`src/rtl/spi_master_arbiter_if.sv`:
```
// Requester-side and spi_master-side signals of spi_master_arbiter, bundled as one interface.
// The arbiter connects through the slave modport; the driving side uses the master modport.
interface spi_master_arbiter_if #(
  parameter int unsigned DATA_WIDTH = 8,
  parameter int unsigned LEN_WIDTH  = 4
);
  // Requester side (two requesters, packed per requester)
  logic [1:0]              reqIn;
  logic [2*LEN_WIDTH-1:0]  lenIn;
  logic [2*DATA_WIDTH-1:0] txDataIn;
  logic [1:0]              grantOut;
  logic [1:0]              byteAckOut;
  logic [DATA_WIDTH-1:0]   rxDataOut;
  logic [1:0]              rxValidOut;
  logic [1:0]              doneOut;
  logic                    errOut;

  // SPI chip select and byte-level spi_master side
  logic                    spiCsLowOut;
  logic                    masterEnOut;
  logic [DATA_WIDTH-1:0]   masterTxOut;
  logic [DATA_WIDTH-1:0]   masterRxIn;
  logic                    masterDoneIn;

  modport slave (
    input  reqIn, lenIn, txDataIn, masterRxIn, masterDoneIn,
    output grantOut, byteAckOut, rxDataOut, rxValidOut, doneOut, errOut,
    output spiCsLowOut, masterEnOut, masterTxOut
  );

  modport master (
    output reqIn, lenIn, txDataIn, masterRxIn, masterDoneIn,
    input  grantOut, byteAckOut, rxDataOut, rxValidOut, doneOut, errOut,
    input  spiCsLowOut, masterEnOut, masterTxOut
  );
endinterface

```
`src/rtl/spi_master_arbiter.sv`:
```
// Round-robin arbiter sharing one byte-level spi_master between two requesters.
// Grants whole multi-byte transactions, owns chip select for the whole transaction,
// and routes received bytes, acks and completion pulses to the granted requester only.
// CS_SETUP, CS_GAP and TIMEOUT are assumed to be at least 2.
module spi_master_arbiter #(
  parameter int unsigned DATA_WIDTH = 8,
  parameter int unsigned LEN_WIDTH  = 4,
  parameter int unsigned CS_SETUP   = 4,
  parameter int unsigned CS_GAP     = 8,
  parameter int unsigned TIMEOUT    = 4096
) (
  input logic                 clkIn,
  input logic                 rstIn,
  spi_master_arbiter_if.slave bus
);

  localparam int unsigned SetupW = (CS_SETUP > 1) ? $clog2(CS_SETUP) : 1;
  localparam int unsigned GapW   = (CS_GAP > 1) ? $clog2(CS_GAP) : 1;
  localparam int unsigned ToW    = (TIMEOUT > 1) ? $clog2(TIMEOUT) : 1;

  typedef enum logic [2:0] {
    StIdle,
    StSetup,
    StLoad,
    StXfer,
    StGap
  } state_e;

  state_e                state_q, state_d;
  logic                  owner_q, owner_d;
  logic                  last_grant_q, last_grant_d;
  logic [LEN_WIDTH-1:0]  byte_cnt_q, byte_cnt_d;
  logic [SetupW-1:0]     setup_cnt_q, setup_cnt_d;
  logic [GapW-1:0]       gap_cnt_q, gap_cnt_d;
  logic [ToW-1:0]        to_cnt_q, to_cnt_d;
  logic [1:0]            grant_q, grant_d;
  logic [1:0]            ack_q, ack_d;
  logic [DATA_WIDTH-1:0] rx_data_q, rx_data_d;
  logic [1:0]            rx_valid_q, rx_valid_d;
  logic [1:0]            done_q, done_d;
  logic                  err_q, err_d;
  logic                  cs_low_n_q, cs_low_n_d;
  logic                  en_q, en_d;
  logic [DATA_WIDTH-1:0] tx_q, tx_d;

  // Winner of the current IDLE decision and the selected requester's fields
  logic                  pick;
  logic [LEN_WIDTH-1:0]  len_sel;
  logic [DATA_WIDTH-1:0] tx_sel;

  // Round-robin pick: on contention the requester not granted last time wins
  always_comb begin
    pick    = (bus.reqIn == 2'b11) ? ~last_grant_q : bus.reqIn[1];
    len_sel = pick ? bus.lenIn[2*LEN_WIDTH-1:LEN_WIDTH] : bus.lenIn[LEN_WIDTH-1:0];
    tx_sel  = owner_q ? bus.txDataIn[2*DATA_WIDTH-1:DATA_WIDTH] : bus.txDataIn[DATA_WIDTH-1:0];
  end

  // Next-state and registered-output logic; pulse outputs default low every cycle
  always_comb begin
    state_d      = state_q;
    owner_d      = owner_q;
    last_grant_d = last_grant_q;
    byte_cnt_d   = byte_cnt_q;
    setup_cnt_d  = setup_cnt_q;
    gap_cnt_d    = gap_cnt_q;
    to_cnt_d     = to_cnt_q;
    grant_d      = grant_q;
    rx_data_d    = rx_data_q;
    cs_low_n_d   = cs_low_n_q;
    en_d         = en_q;
    tx_d         = tx_q;
    ack_d        = 2'b00;
    rx_valid_d   = 2'b00;
    done_d       = 2'b00;
    err_d        = 1'b0;

    unique case (state_q)
      StIdle: begin
        if (|bus.reqIn) begin
          owner_d      = pick;
          last_grant_d = pick;
          byte_cnt_d   = len_sel;
          grant_d      = pick ? 2'b10 : 2'b01;
          cs_low_n_d   = 1'b0;
          setup_cnt_d  = '0;
          state_d      = StSetup;
        end
      end

      StSetup: begin
        if (setup_cnt_q == SetupW'(CS_SETUP - 1)) begin
          state_d = StLoad;
        end else begin
          setup_cnt_d = setup_cnt_q + 1'b1;
        end
      end

      StLoad: begin
        tx_d     = tx_sel;
        ack_d    = grant_q;
        en_d     = 1'b1;
        to_cnt_d = '0;
        state_d  = StXfer;
      end

      StXfer: begin
        if (bus.masterDoneIn) begin
          rx_data_d  = bus.masterRxIn;
          rx_valid_d = grant_q;
          en_d       = 1'b0;
          if (byte_cnt_q == '0) begin
            done_d     = grant_q;
            cs_low_n_d = 1'b1;
            grant_d    = 2'b00;
            gap_cnt_d  = '0;
            state_d    = StGap;
          end else begin
            byte_cnt_d = byte_cnt_q - 1'b1;
            state_d    = StLoad;
          end
        end else if (to_cnt_q == ToW'(TIMEOUT - 1)) begin
          // spi_master never answered: abort the whole transaction
          err_d      = 1'b1;
          done_d     = grant_q;
          en_d       = 1'b0;
          cs_low_n_d = 1'b1;
          grant_d    = 2'b00;
          gap_cnt_d  = '0;
          state_d    = StGap;
        end else begin
          to_cnt_d = to_cnt_q + 1'b1;
        end
      end

      StGap: begin
        if (gap_cnt_q == GapW'(CS_GAP - 1)) begin
          state_d = StIdle;
        end else begin
          gap_cnt_d = gap_cnt_q + 1'b1;
        end
      end

      default: begin
        state_d = StIdle;
      end
    endcase
  end

  // State and output registers; reset releases CS at once and favours requester 0
  always_ff @(posedge clkIn or posedge rstIn) begin
    if (rstIn) begin
      state_q      <= StIdle;
      owner_q      <= 1'b0;
      last_grant_q <= 1'b1;
      byte_cnt_q   <= '0;
      setup_cnt_q  <= '0;
      gap_cnt_q    <= '0;
      to_cnt_q     <= '0;
      grant_q      <= 2'b00;
      ack_q        <= 2'b00;
      rx_data_q    <= '0;
      rx_valid_q   <= 2'b00;
      done_q       <= 2'b00;
      err_q        <= 1'b0;
      cs_low_n_q   <= 1'b1;
      en_q         <= 1'b0;
      tx_q         <= '0;
    end else begin
      state_q      <= state_d;
      owner_q      <= owner_d;
      last_grant_q <= last_grant_d;
      byte_cnt_q   <= byte_cnt_d;
      setup_cnt_q  <= setup_cnt_d;
      gap_cnt_q    <= gap_cnt_d;
      to_cnt_q     <= to_cnt_d;
      grant_q      <= grant_d;
      ack_q        <= ack_d;
      rx_data_q    <= rx_data_d;
      rx_valid_q   <= rx_valid_d;
      done_q       <= done_d;
      err_q        <= err_d;
      cs_low_n_q   <= cs_low_n_d;
      en_q         <= en_d;
      tx_q         <= tx_d;
    end
  end

  assign bus.grantOut    = grant_q;
  assign bus.byteAckOut  = ack_q;
  assign bus.rxDataOut   = rx_data_q;
  assign bus.rxValidOut  = rx_valid_q;
  assign bus.doneOut     = done_q;
  assign bus.errOut      = err_q;
  assign bus.spiCsLowOut = cs_low_n_q;
  assign bus.masterEnOut = en_q;
  assign bus.masterTxOut = tx_q;

endmodule

```
`src/flat_wrapper.sv`:
```
// flat-port wrapper written by rule: the top's interface ports become plain ports
module spi_master_arbiter_flat 
#(
  parameter int unsigned DATA_WIDTH = 8,
  parameter int unsigned LEN_WIDTH  = 4,
  parameter int unsigned CS_SETUP   = 4,
  parameter int unsigned CS_GAP     = 8,
  parameter int unsigned TIMEOUT    = 4096
)
  (clkIn, rstIn, bus_reqIn, bus_lenIn, bus_txDataIn, bus_masterRxIn, bus_masterDoneIn, bus_grantOut, bus_byteAckOut, bus_rxDataOut, bus_rxValidOut, bus_doneOut, bus_errOut, bus_spiCsLowOut, bus_masterEnOut, bus_masterTxOut);
  spi_master_arbiter_if #(.DATA_WIDTH(DATA_WIDTH), .LEN_WIDTH(LEN_WIDTH)) bus_i ();
  input logic clkIn;
  input logic rstIn;
  input wire logic [$bits(bus_i.reqIn)-1:0] bus_reqIn;
  input wire logic [$bits(bus_i.lenIn)-1:0] bus_lenIn;
  input wire logic [$bits(bus_i.txDataIn)-1:0] bus_txDataIn;
  input wire logic [$bits(bus_i.masterRxIn)-1:0] bus_masterRxIn;
  input wire logic [$bits(bus_i.masterDoneIn)-1:0] bus_masterDoneIn;
  output wire logic [$bits(bus_i.grantOut)-1:0] bus_grantOut;
  output wire logic [$bits(bus_i.byteAckOut)-1:0] bus_byteAckOut;
  output wire logic [$bits(bus_i.rxDataOut)-1:0] bus_rxDataOut;
  output wire logic [$bits(bus_i.rxValidOut)-1:0] bus_rxValidOut;
  output wire logic [$bits(bus_i.doneOut)-1:0] bus_doneOut;
  output wire logic [$bits(bus_i.errOut)-1:0] bus_errOut;
  output wire logic [$bits(bus_i.spiCsLowOut)-1:0] bus_spiCsLowOut;
  output wire logic [$bits(bus_i.masterEnOut)-1:0] bus_masterEnOut;
  output wire logic [$bits(bus_i.masterTxOut)-1:0] bus_masterTxOut;
  assign bus_i.reqIn = bus_reqIn;
  assign bus_i.lenIn = bus_lenIn;
  assign bus_i.txDataIn = bus_txDataIn;
  assign bus_i.masterRxIn = bus_masterRxIn;
  assign bus_i.masterDoneIn = bus_masterDoneIn;
  assign bus_grantOut = bus_i.grantOut;
  assign bus_byteAckOut = bus_i.byteAckOut;
  assign bus_rxDataOut = bus_i.rxDataOut;
  assign bus_rxValidOut = bus_i.rxValidOut;
  assign bus_doneOut = bus_i.doneOut;
  assign bus_errOut = bus_i.errOut;
  assign bus_spiCsLowOut = bus_i.spiCsLowOut;
  assign bus_masterEnOut = bus_i.masterEnOut;
  assign bus_masterTxOut = bus_i.masterTxOut;
  spi_master_arbiter #(.DATA_WIDTH(DATA_WIDTH), .LEN_WIDTH(LEN_WIDTH), .CS_SETUP(CS_SETUP), .CS_GAP(CS_GAP), .TIMEOUT(TIMEOUT)) u_core (.clkIn(clkIn), .rstIn(rstIn), .bus(bus_i));
endmodule
```
`config.mk`:
```
export PLATFORM = sky130hd
export DESIGN_NAME = spi_master_arbiter_flat
export DESIGN_NICKNAME = d
export VERILOG_FILES = /design/src/rtl/spi_master_arbiter_if.sv /design/src/rtl/spi_master_arbiter.sv /design/src/flat_wrapper.sv
export SDC_FILE = /design/constraint.sdc
export NUM_CORES = 1
export LEC_CHECK = 0
export ABC_CLOCK_PERIOD_IN_PS = 2200
export BUFFER_PORTS_ARGS = -buffer_cell sky130_fd_sc_hd__buf_4
export CAP_MARGIN = 20
export CELL_PAD_IN_SITES_DETAIL_PLACEMENT = 1
export CELL_PAD_IN_SITES_GLOBAL_PLACEMENT = 2
export CORE_MARGIN = 5
export CORE_UTILIZATION = 33
export DETAILED_ROUTE_END_ITERATION = 10
export MAX_ROUTING_LAYER = met4
export PLACE_DENSITY = 0.91
export SLEW_MARGIN = 10
export SYNTH_ARGS = -nofsm -noshare
export SYNTH_HDL_FRONTEND = slang
export SYNTH_SLANG_ARGS = --single-unit
```
`constraint.sdc`:
```
create_clock -name clkIn -period 2.2 [get_ports clkIn]
set_input_delay 0 -clock clkIn [delete_from_list [all_inputs] [get_ports clkIn]]
set_output_delay 0 -clock clkIn [all_outputs]
set_load 0.05 [all_outputs]
```
After elaboration in Yosys (flattened, before gate mapping). Index checks and enable logic that the tools add are counted. W data, S select, Z words.

Output and inout port bits: 27. Word-level logic and storage cells: 105. Register bits: 53.

Reduce and logical (&&, ||, !) cells: 16. Mux-type cells: 49. Eq/ne operators: 19. Bitwise gates (word level): 1. $add $sub $neg: 4.

Operator list (number): $mux W3 (10); $mux W2 (14); $mux W12 (2); $pmux W12 S2 (1); $mux W4 (4); $reduce_and A4 Y1 (4); $pmux W3 S5 (1); $add A12 B1 Y12 const B (1); $eq A12 B12 Y1 const B (1); $ne A2 B2 Y1 const B (6); $mux W1 (10); $mux W8 (1); $pmux W2 S2 (2); $pmux W4 S2 (1); $reduce_bool A2 Y1 (4); $eq A3 B2 Y1 const B (2); $eq A3 B3 Y1 const B (2); $ne A2 B1 Y1 const B (3); $ne A3 B2 Y1 const B (2); $pmux W3 S2 (1); $reduce_and A2 Y1 (3); $reduce_and A3 Y1 (2); $eq A2 B2 Y1 const B (2); $logic_not A4 Y1 (1); 8 further kinds (9).

Longest topological paths before layout. Gate-level depths: netlist (run 1).

Depth in word-level cells: 5. Gate-level depth with buffers: 7.

Worst setup path after synthesis (run 1). No wires, ideal clock.

Path kind: reg-to-reg. From: register u_core.to_cnt_q[0]. To: register u_core.to_cnt_q[9]. Stages on the path, launching flop included: 7. Slack: 181 ps. Period minus slack after synthesis: 2019 ps. Buffers on the path: 1. Data required time: 2074 ps. Arrival: 1893 ps. Library setup time: 126 ps. Path through: dfrtp_1 > ha_1 > nand3_1 > or4_1 > buf_2 > and2_4 > a221o_1.

Word-level cells in the longest chain between the ends: 4.

RTL lines: start: declaration (RTL line spi_master_arbiter.sv:35) `logic [ToW-1:0] to_cnt_q, to_cnt_d;`; start signal: assignment (RTL line spi_master_arbiter.sv:175) `to_cnt_q <= to_cnt_d;`; $add A12 B1 Y12 (RTL line spi_master_arbiter.sv:131) `to_cnt_d = to_cnt_q + 1'b1;`; $mux W12 (RTL line spi_master_arbiter.sv:121) `end else if (to_cnt_q == ToW'(TIMEOUT - 1)) begin`; $mux W12 (RTL line spi_master_arbiter.sv:107) `if (bus.masterDoneIn) begin`; $pmux W12 S2 (RTL line spi_master_arbiter.sv:77) `unique case (state_q)`.

Several ways; a longest one is shown, not always the timed one. The select of a mux whose other input is x is not followed. A chain may end at the register's enable or synchronous reset.

Final worst setup path (run 1). Ends and elaborated chain as after synthesis.

==> key figures, run 1 <==
Cells and area
  • Area Growth Syn to Fin: 38.7%
  • Cell area after layout: between 0.003 and 0.004 mm2
  • Non-filler cells, final: roughly 440
  • Nets: 374
  • Final core utilization: between 40% and 50%
  • Fraction of layout cells with a size suffix above 1: a little under a third
  • Antenna cells: 0

Floorplanning
  • IO Count: 64
  • Starting Density: approximately a third
  • Chip width: 97.7 um
  • Std-Cell Rows: 32
  • Die Y: 97.7 um
  • Core area: about 0.0076 mm2
  • Die ar.: ~0.0096 mm2

Timing
  • Final TNS setup: 0 ns
  • Final min period: between 2 and 2.5 ns
  • Smallest hold slack: 0.00555 ns
  • Max frequency: 478 MHz
  • Final count of negative-setup-slack endpoints: 0
  • Clock Skew: 0.00282 ns
  • RSZ-0062 raised after global routing: no
  • Slew Viols, Final: 0
  • Slew HR: 48.7%
  • Final Cycle Share: about 95%
  • Final hold vios: 0
  • Slew @ Worst Pin: approximately 0.76 ns

Job
  • Max_cap viols: 0

Synth
  • Synth Flop Type: dfrtp_1
  • Number of enable flip-flop cells after synthesis: 0
  • Average size of a mapped cell: approximately 11 um2
  • Post-synthesis sequential area ratio: a little over half
  • Post-synth ARST share: 100%
  • Warnings from Yosys: 0
  • Post-Syn Instances: 241
  • Netlist cell types: 47
  • Syn nets: 283
  • Syn Std Cell Area: around 0.0025 mm2
  • Seq cells post-synth: 53

GRT
  • Met3 Usage GRT: 3.00%
  • Initial antenna violation count: 0
  • Remaining global-route overflow: 0
  • Met2 Use GR: 26.9%
  • Pin count of the biggest net entering global routing: 27
  • Met1 Use GR: about a fifth
  • GRT Overall Usage: 16.1%
  • First-pass GRT wire length: 12.2 mm
  • Vias in the first global route: 2,391
  • Busiest grt layer: met2

Hold path
  • Hold_sp: bus_txDataIn[5]
  • HP Class: input port to register

Worst setup path
  • Crit path kind: register to register
  • Startpoint types: register
  • Arrival time of the worst setup path: 2.34 ns
  • Required @ worst endpoint: 2.45 ns
  • Crit path from: u_core.to_cnt_q[0]
  • Crit end category: register
  • Reg-to-reg critical path startpoint: u_core.to_cnt_q[0]
  • Peak fanout along the critical path: 9

Power
  • Worst vdd ir: roughly 0.41 mV
  • P per Cell Area: approximately 1300 mW/mm2
  • Leakage: 1.64 nW

Placed design
  • PortBufs: between 60 and 70
  • RD Place Congestion: 0.862
  • DP HPWL: around 4.9 mm
  • Placed Instance Area: ~0.0032 mm2
  • Placed Cells: 405

Clock tree
  • CTS Sinks: 53
  • Htree depth: 2
  • Num CTS Buffers: 5
  • Clk buf depth: 2
  • Clk root buf: clkbuf_8
  • Latest clock arrival within the worst-skew pair: a little over 0.3 ns
  • Setup bufs post-CTS: 0
  • Reg clk slew, reported paths: around 0.09 ns
  • CTS tree: done

Run status
  • Status: completed

Route
  • Via Count: about 2,300
  • DRT antenna net count: 0
  • WL/cell: between 15 and 20 um
  • Vias per cell: roughly 5.2
  • Final wirelength: 7.10 mm
  • First drt pass iteration count: 4
  • Initial DRC Count: 85
  • DR DRC count: 0
## per-layer routing
metal	part of all wire [%]	vias to the layer above
li1	-	1071
met1	43	1131
met2	51	58
met3	3.8	9
met4	1.7	0
met5	0	-
## per-stage QoR
step                      worst slack [ns]  total power [mW]
after global placement               0.223              3.90
after floorplan                      0.181              3.22
final                                0.109              4.69
after global routing                0.0145              5.01
after detailed placement             0.116              3.98
after CTS                           0.0835              4.71
## path summary, 6_finish.rpt
kind	endpoint	slack, ns	cells past startpoint
setup / recovery	u_core.to_cnt_q[9]	0.11	6
hold / removal	u_core.bus.masterTxOut[5]	0.006	3
setup reg to reg	u_core.to_cnt_q[9]	0.11	6
hold reg to reg	u_core.setup_cnt_q[0]	0.51	1
max in group asynchronous	u_core.to_cnt_q[9]	1.31	4
min in group asynchronous	u_core.bus.doneOut[0]	0.28	3
## timing repair
item                                    in CTS  in global routing
endpoints found under the hold margin       37                  0
endpoints found under the setup margin       0                 13
resized for setup                            0                  3
hold buffers                                22                  0
## power breakdown
part           internal (mW)  leakage, nW  switching [mW]
sequential              1.33        0.660           0.279
combinational          0.931        0.922            1.50
clock                  0.338       0.0552           0.322
total                   2.60         1.64            2.10
## worst max-delay path, cell delays in order, from the launching register on
cell and delay [ns]:
dfrtp_1 0.42, ha_1 0.26, nand3_2 0.18, or4_1 0.59
buf_4 0.19, a21oi_1 0.21, a221o_1 0.18
## area by class of cell
class                           instances  area, um2
Multi-Input combinational cell        171       1160
Timing Repair Buffer                   96        776
Clock buffer                            6       72.6
Fill cell                             882       4090
Sequential cell                        53       1330
Inverter                                5       18.8
Tap cell                              102        128
Clock inverter                          2       35.0
## state kept, by name, indices dropped and copies added (netlist names)
signal	count
u_core.to_cnt_q	12
u_core.bus.masterTxOut	8
u_core.bus.rxDataOut	8
u_core.byte_cnt_q	4
u_core.gap_cnt_q	3
u_core.state_q	3
u_core.bus.byteAckOut	2
u_core.bus.doneOut	2
u_core.bus.grantOut	2
u_core.bus.rxValidOut	2
u_core.setup_cnt_q	2
u_core.bus.errOut	1
u_core.bus.masterEnOut	1
u_core.bus.spiCsLowOut	1
u_core.last_grant_q	1
u_core.owner_q	1
## cell usage in the layout, fill, tap and decap left out, types with 10 or more instances in the layout
master and instances:
a21oi_1 19, a31oi_1 11, buf_4 74, dfrtp_1 51, dlygate4sd3_1 22, mux2_2 12
mux2i_1 12, nand2_1 17, nor2_1 20, o21ai_0 10
## cells in the mapped netlist, types with 2 or more instances
cell	number	area, um2
ha_1	5	62.6
buf_1	2	7.51
a41oi_1	2	17.5
nor2_1	20	75.1
o21a_1	3	22.5
nor4b_1	2	17.5
a21oi_1	19	95.1
nand2b_1	3	18.8
and2_1	4	25.0
a2bb2oi_1	3	26.3
nand3b_1	2	15.0
nand2_1	17	63.8
dfstp_2	2	52.6
a31oi_1	11	68.8
o211ai_1	2	15.0
nand4_1	2	12.5
clkbuf_1	9	33.8
inv_1	5	18.8
nor3_1	3	15.0
a22o_1	2	17.5
or3_1	2	12.5
mux2_2	12	135
mux2i_1	12	120
o21ai_0	10	50.1
nor4_1	2	12.5
nand3_1	8	40.0
and3_1	7	43.8
dfrtp_1	51	1280
## kinds of logic (layout without fill, tap and decap cells)
group	after synthesis	after routing	share of synthesized area [%]
AND/OR/NAND/NOR	80	80	16.7
AO/OA/AOI/OAI	62	62	15.9
flip-flops	53	53	52.3
adder cells (fa/ha/maj)	5	5	2.46
multiplexers	24	24	10.0
buffers and inverters	17	109	2.56
No activity file was read; power rests on OpenSTA's default activity.
==> inputs of run 2 (changes only) <==
--- a/config.mk
+++ b/config.mk
@@ -13,7 +13,8 @@
 export CORE_MARGIN = 5
 export CORE_UTILIZATION = 33
+export CTS_CLUSTER_SIZE = 10
 export DETAILED_ROUTE_END_ITERATION = 10
 export MAX_ROUTING_LAYER = met4
-export PLACE_DENSITY = 0.91
+export PLACE_DENSITY_LB_ADDON = 0.12
 export SLEW_MARGIN = 10
 export SYNTH_ARGS = -nofsm -noshare
==> constraint.sdc (replaced) <==
create_clock -name clkIn -period 2.2 [get_ports clkIn]
set_input_delay 0.11 -clock clkIn [delete_from_list [all_inputs] [get_ports clkIn]]
set_output_delay 0.11 -clock clkIn [all_outputs]
set_load 0.05 [all_outputs]
==> key figures, run 2 (same netlist as run 1, synthesis figures left out) <==
Route
  • First drt pass iteration count: 4 (unchanged)
  • Vias per cell: 5.08 (-2.6%)
  • Routed wl met2: 2.86 mm (-21%)
  • Via Count: 2,129 (-6.2%)
  • WL/cell: 15.8 um (-3.3%)
  • DRT antenna net count: 0 (unchanged)
  • WL met1: 3.34 mm (+8.1%)
  • Met3 wire len: 341 um (+27%)
  • Final wirelength: 6.61 mm (-6.9%)
  • Top sig layer: met4
  • DR DRC count: 0 (unchanged)
  • Initial DRC Count: 48 (-44%)

GRT
  • Pin count of the biggest net entering global routing: 20 (-26%)
  • Remaining global-route overflow: 0 (unchanged)
  • GRT Overall Usage: 14.7% (-1.4 points)
  • Initial antenna violation count: 0 (unchanged)
  • Vias in the first global route: 2,177 (-9.0%)
  • First-pass GRT wire length: 11.2 mm (-8.0%)

Timing
  • Slew @ Worst Pin: 0.551 ns (-0.213 ns)
  • Slew Viols, Final: 0 (unchanged)
  • Final Cycle Share: 93.2% (-1.9 points)
  • Clock Skew: 0.00951 ns (+0.00669 ns)
  • Final TNS setup: 0 ns (unchanged)
  • Final min period: 2.05 ns (-0.0413 ns)
  • Slew HR: 62.7% (+14 points)
  • Smallest hold slack: 0.0166 ns (+0.0110 ns)
  • Max frequency: 488 MHz (+2.0%)
  • RSZ-0062 raised after global routing: no
  • Final count of negative-setup-slack endpoints: 0 (unchanged)
  • Final hold vios: 0 (unchanged)

Placed design
  • PortBufs: 63 (unchanged)
  • Placed Instance Area: 0.00321 mm2 (+0.95%)
  • RD Place Congestion: 0.759 (-12%)
  • DP HPWL: 5.02 mm (+1.7%)
  • Placed Cells: 409 (+0.99%)

Cells and area
  • Fraction of layout cells with a size suffix above 1: 34.1% (+2.8 points)
  • Largest Register: u_core.to_cnt_q
  • Nets: 358 (-4.3%)
  • Max reg flops: 12 (unchanged)
  • Non-filler cells, final: 419 (-3.7%)
  • Antenna cells: 0 (unchanged)
  • Cell area after layout: 0.00332 mm2 (-5.7%)
  • Area Growth Syn to Fin: 30.8%
  • Commonest non-fill, non-tap cell in the layout: buf_4
  • Most frequent cells in the layout: buf_4 (78), dfrtp_1 (51), nor2_1 (20), a21oi_1 (19), nand2_1 (17)

Clock tree
  • Num CTS Buffers: 5 (unchanged)
  • Htree depth: 2 (unchanged)
  • Reg clk slew, reported paths: 0.11 ns (+0.02 ns)
  • Clk buf depth: 2 (unchanged)
  • CTS Sinks: 53 (unchanged)
  • Latest clock arrival within the worst-skew pair: 0.31 ns (about the same)
  • Clk root buf: clkbuf_8
  • CTS tree: done

Floorplanning
  • Die ar.: 0.00955 mm2 (unchanged)
  • IO Count: 64 (unchanged)
  • Starting Density: 33.4% (unchanged)
  • Chip width: 97.7 um (unchanged)
  • Die Y: 97.7 um (unchanged)
  • Std-Cell Rows: 32 (unchanged)
  • Core area: 0.00761 mm2 (unchanged)

Worst setup path
  • Peak fanout along the critical path: 6 (-3)
  • Crit end category: register
  • Crit path kind: register to register
  • Required @ worst endpoint: 2.40 ns (-0.05 ns)
  • Startpoint types: register
  • Arrival time of the worst setup path: 2.25 ns (-0.09 ns)

Power
  • Worst vdd ir: 0.427 mV (+3.0%)
  • P per Cell Area: 1360 mW/mm2 (+2.3%)
  • Leakage: 1.55 nW (-5.5%)

Run status
  • Status: completed

Hold path
  • HP Class: input port to register

Job
  • Max_cap viols: 0 (unchanged)
==> run 2: changes by cell type in the layout (fill, tap and decap cells not counted), sizes merged <==
cell,before,now
dlygate4sd3,22,2
inv,5,6
clkinvlp,0,1
buf,74,78
bufinv,1,0
clkbuf,6,5
==> run 2: area by class of cell <==
type                       instances  area, um2
clock buffer                       5       68.8
clock inverter                     3       21.3
fill                             874       4290
inverter                           5       18.8
multi-input combinational        171       1150
sequential                        53       1330
tap                              102        128
timing repair buffer              80        606
==> run 2: final timing paths <==
kind / slack (ns) / from / endpoint / depth (start not counted)
min in group asynchronous: 0.34 / rstIn / u_core.state_q[2] / 3
max reg2reg: 0.15 / u_core.to_cnt_q[0] / u_core.to_cnt_q[9] / 5
max in group asynchronous: 1.26 / rstIn / u_core.bus.byteAckOut[0] / 4
min reg2reg: 0.51 / u_core.setup_cnt_q[0] / u_core.setup_cnt_q[0] / 1
max: 0.15 / u_core.to_cnt_q[0] / u_core.to_cnt_q[9] / 5
min: 0.02 / bus_masterDoneIn / u_core.bus.errOut / 2
==> run 2: metrics by stage <==
stage          utilization (%)  worst slack, ns  power [mW]
2_1_floorplan                -            0.181        3.22
3_3_place_gp              42.2            0.163        3.96
3_5_place_dp              42.2            0.120        4.01
4_1_cts                   43.6            0.105        4.59
5_1_grt                   43.7           0.0339        4.87
6_report                  43.7            0.150        4.53
==> run 2: report_power, final <==
part           leakage, nW  switching, mW  internal, mW
clock               0.0445          0.346         0.227
sequential           0.660          0.275          1.33
combinational        0.842           1.47         0.886
==> run 2: critical path, cell delays in order (launching register included) <==
cell and delay, ns:
dfrtp_1 0.43, ha_1 0.25, nand3_2 0.15, or4_1 0.61, and2_4 0.19, a221o_1 0.31
==> run 2: per-layer routing <==
layer	track usage (%)	up-vias
met1	20.0	1022
met5	-	-
met2	21.8	59
met3	3.79	7
met4	3.83	0
li1	-	1041
==> run 2: repair_timing <==
item,CTS,global route
setup buffers,0,0
gates resized for setup,0,1
endpoints found under the setup margin,0,7
hold buffers,2,0
endpoints found under the hold margin,14,0
==> inputs of run 3 (changes only) <==
Settings changed: CORE_UTILIZATION 33 to 34, CTS_BUF_LIST set to sky130_fd_sc_hd__clkbuf_8.
==> key figures, run 3 (same netlist as run 1, synthesis figures left out) <==
Run status
  • Status: completed

GRT
  • Busiest grt layer: met2
  • Remaining global-route overflow: 0 (unchanged)
  • Vias in the first global route: 2,147 (-1.4%)
  • First-pass GRT wire length: 10.8 mm (-3.8%)
  • GRT Overall Usage: 15.3% (+0.64 points)
  • Initial antenna violation count: 0 (unchanged)
  • Pin count of the biggest net entering global routing: 30 (+50%)
  • Met2 Use GR: 23.7% (+1.9 points)
  • Met1 Use GR: 20.7% (+0.74 points)
  • Met3 Usage GRT: 3.56% (-0.22 points)

Timing
  • Smallest hold slack: 0.0315 ns (+0.0149 ns)
  • Slew Viols, Final: 0 (unchanged)
  • Max frequency: 489 MHz (+0.17%)
  • Slew @ Worst Pin: 0.627 ns (+0.0755 ns)
  • Final Cycle Share: 93.0% (-0.16 points)
  • Slew HR: 57.6% (-5.1 points)
  • Final count of negative-setup-slack endpoints: 0 (unchanged)
  • Final WS setup: 0.154 ns (+0.00347 ns)
  • Final hold vios: 0 (unchanged)
  • Final TNS setup: 0 ns (unchanged)
  • Clock Skew: 0.00293 ns (-0.00659 ns)
  • RSZ-0062 raised after global routing: no
  • Final min period: 2.05 ns (-0.00347 ns)

Worst setup path
  • Crit end category: register
  • Reg-to-reg critical path startpoint: u_core.to_cnt_q[1]
  • R2R Setup Slk: 0.15 ns (about the same)
  • Crit path kind: register to register
  • Dominant delay contributor by cell family on the critical path: simple AND/OR/NAND/NOR gates
  • R2R depth: 6 (+1)
  • CP Buf/Inv Count: 1 (+1)
  • Largest stage delay, worst path: 0.58 ns (-0.03 ns)
  • Startpoint types: register
  • Slowest cell on crit path: or4_1
  • Critical Path, Cell by Cell: ha_1 -> nand3_1 -> or4_1 -> buf_4 -> a21oi_1 -> a221o_1
  • Required @ worst endpoint: 2.45 ns (+0.05 ns)
  • RR Endpoint: u_core.to_cnt_q[9]
  • Peak fanout along the critical path: 9 (+3)
  • Arrival time of the worst setup path: 2.29 ns (+0.04 ns)

Cells and area
  • Largest Register: u_core.to_cnt_q
  • Area Growth Syn to Fin: 30.9% (about the same)
  • Most frequent cells in the layout: buf_4 (74), dfrtp_1 (51), nor2_1 (20), a21oi_1 (19), nand2_1 (17)
  • Max reg flops: 12 (unchanged)
  • Fraction of layout cells with a size suffix above 1: 32.8% (-1.3 points)
  • Antenna cells: 0 (unchanged)
  • Cell area after layout: 0.00332 mm2 (about the same)
  • Commonest non-fill, non-tap cell in the layout: buf_4
  • Nets: 355 (-0.84%)
  • Filler instances: 831 (-4.9%)

Floorplanning
  • Core area: 0.00725 mm2 (-4.7%)
  • Chip width: 96.4 um (-1.3%)
  • Std-Cell Rows: 31 (-3.1%)
  • Die Y: 96.4 um (-1.3%)
  • Starting Density: 35.0% (+1.6 points)
  • Die ar.: 0.00930 mm2 (-2.6%)
  • IO Count: 64 (unchanged)

Route
  • Final wirelength: 6.80 mm (+2.9%)
  • DRT antenna net count: 0 (unchanged)
  • Via Count: 2,194 (+3.1%)
  • DR DRC count: 0 (unchanged)
  • Vias per cell: 5.31 (+4.6%)
  • First drt pass iteration count: 4 (unchanged)
  • Initial DRC Count: 88 (+83%)
  • WL/cell: 16.5 um (+4.4%)

Clock tree
  • Setup bufs post-CTS: 0 (unchanged)
  • CTS Sinks: 53 (unchanged)
  • Clk buf depth: 2 (unchanged)
  • Num CTS Buffers: 5 (unchanged)
  • Latest clock arrival within the worst-skew pair: 0.30 ns (about the same)
  • Reg clk slew, reported paths: 0.10 ns (about the same)
  • CTS tree: done
  • Htree depth: 2 (unchanged)
  • Clk root buf: clkbuf_8

Placed design
  • DP HPWL: 5.10 mm (+1.7%)
  • PortBufs: 63 (unchanged)
  • Placed Instance Area: 0.00319 mm2 (-0.43%)
  • Pre-CTS setup slack: 0.211 ns (+0.0910 ns)
  • RD Place Congestion: 0.838 (+10%)

Hold path
  • Hold depth: 2 (unchanged)
  • Endpoint of the worst hold path: u_core.bus.rxDataOut[3]
  • HP Class: input port to register
  • Hold_sp: bus_masterRxIn[3]

Power
  • Tot Pwr: 4.62 mW (+2.0%)
  • Leakage: 1.55 nW (+0.37%)
  • Worst vdd ir: 0.446 mV (+4.5%)
  • P per Cell Area: 1390 mW/mm2 (+1.9%)

Job
  • Max_cap viols: 0 (unchanged)
[run 3: cell count changes in the layout (fill, tap and decap cells not counted), sizes merged]
cell,delta
buf,-3
bufinv,+1
clkinvlp,-1
[run 3: cell type report]
cell class                      count  area [um2]  share of cell area [%]
Sequential cell                    53        1330                    40.0
Tap cell                           99         124                    3.73
Inverter                            5        18.8                   0.565
Clock inverter                      3        42.5                    1.28
Timing Repair Buffer               77         596                    17.9
Multi-Input combinational cell    171        1150                    34.5
Clock buffer                        5        68.8                    2.07
[run 3: layer usage]
metal / vias to the layer above / part of all wire [%] / routed length (um)
li1: 1032 / - / -
met1: 1094 / 48 / 3240
met2: 62 / 45 / 3050
met3: 6 / 6.7 / 453
met4: 0 / 0.87 / 59
met5: - / 0 / 0
[run 3: where the power goes]
part           internal (mW)  switching [mW]
Sequential              1.33           0.305
Clock                  0.338           0.327
Combinational          0.869            1.45
[run 3: what timing repair did]
item,in CTS,in global routing
hold endpoints to repair,25,0
hold buffers,2,0
gates resized for setup,0,0
[run 3: how the worst max path moves through the flow]
stage	end	slack, ns	startpoint	cells after the start
after CTS	u_core.to_cnt_q[9]	0.18	u_core.to_cnt_q[0]	6
final	u_core.to_cnt_q[9]	0.15	u_core.to_cnt_q[1]	6
after floorplan	u_core.to_cnt_q[9]	0.18	u_core.to_cnt_q[0]	6
after detailed placement	u_core.to_cnt_q[9]	0.21	u_core.to_cnt_q[0]	6
after global placement	u_core.gap_cnt_q[0]	0.27	u_core.to_cnt_q[1]	6
after global routing	u_core.to_cnt_q[9]	0.02	u_core.to_cnt_q[1]	6
[run 3: worst register-to-register path, delay by kind of cell, from the launching register on]
kind                       cells  cell delay [ns]
AOI/OAI and AO/OA              2             0.40
buffers and inverters          1             0.20
adders and majority gates      1             0.23
DFF                            1             0.43
and+or+nand+nor                2             0.73
[run 3: metrics by stage]
stage                     util, %  cells
after global placement       44.0    403
final                        45.8    413
after global routing         45.8    413
after floorplan                 -    241
after detailed placement     44.0    403
after CTS                    45.8    413
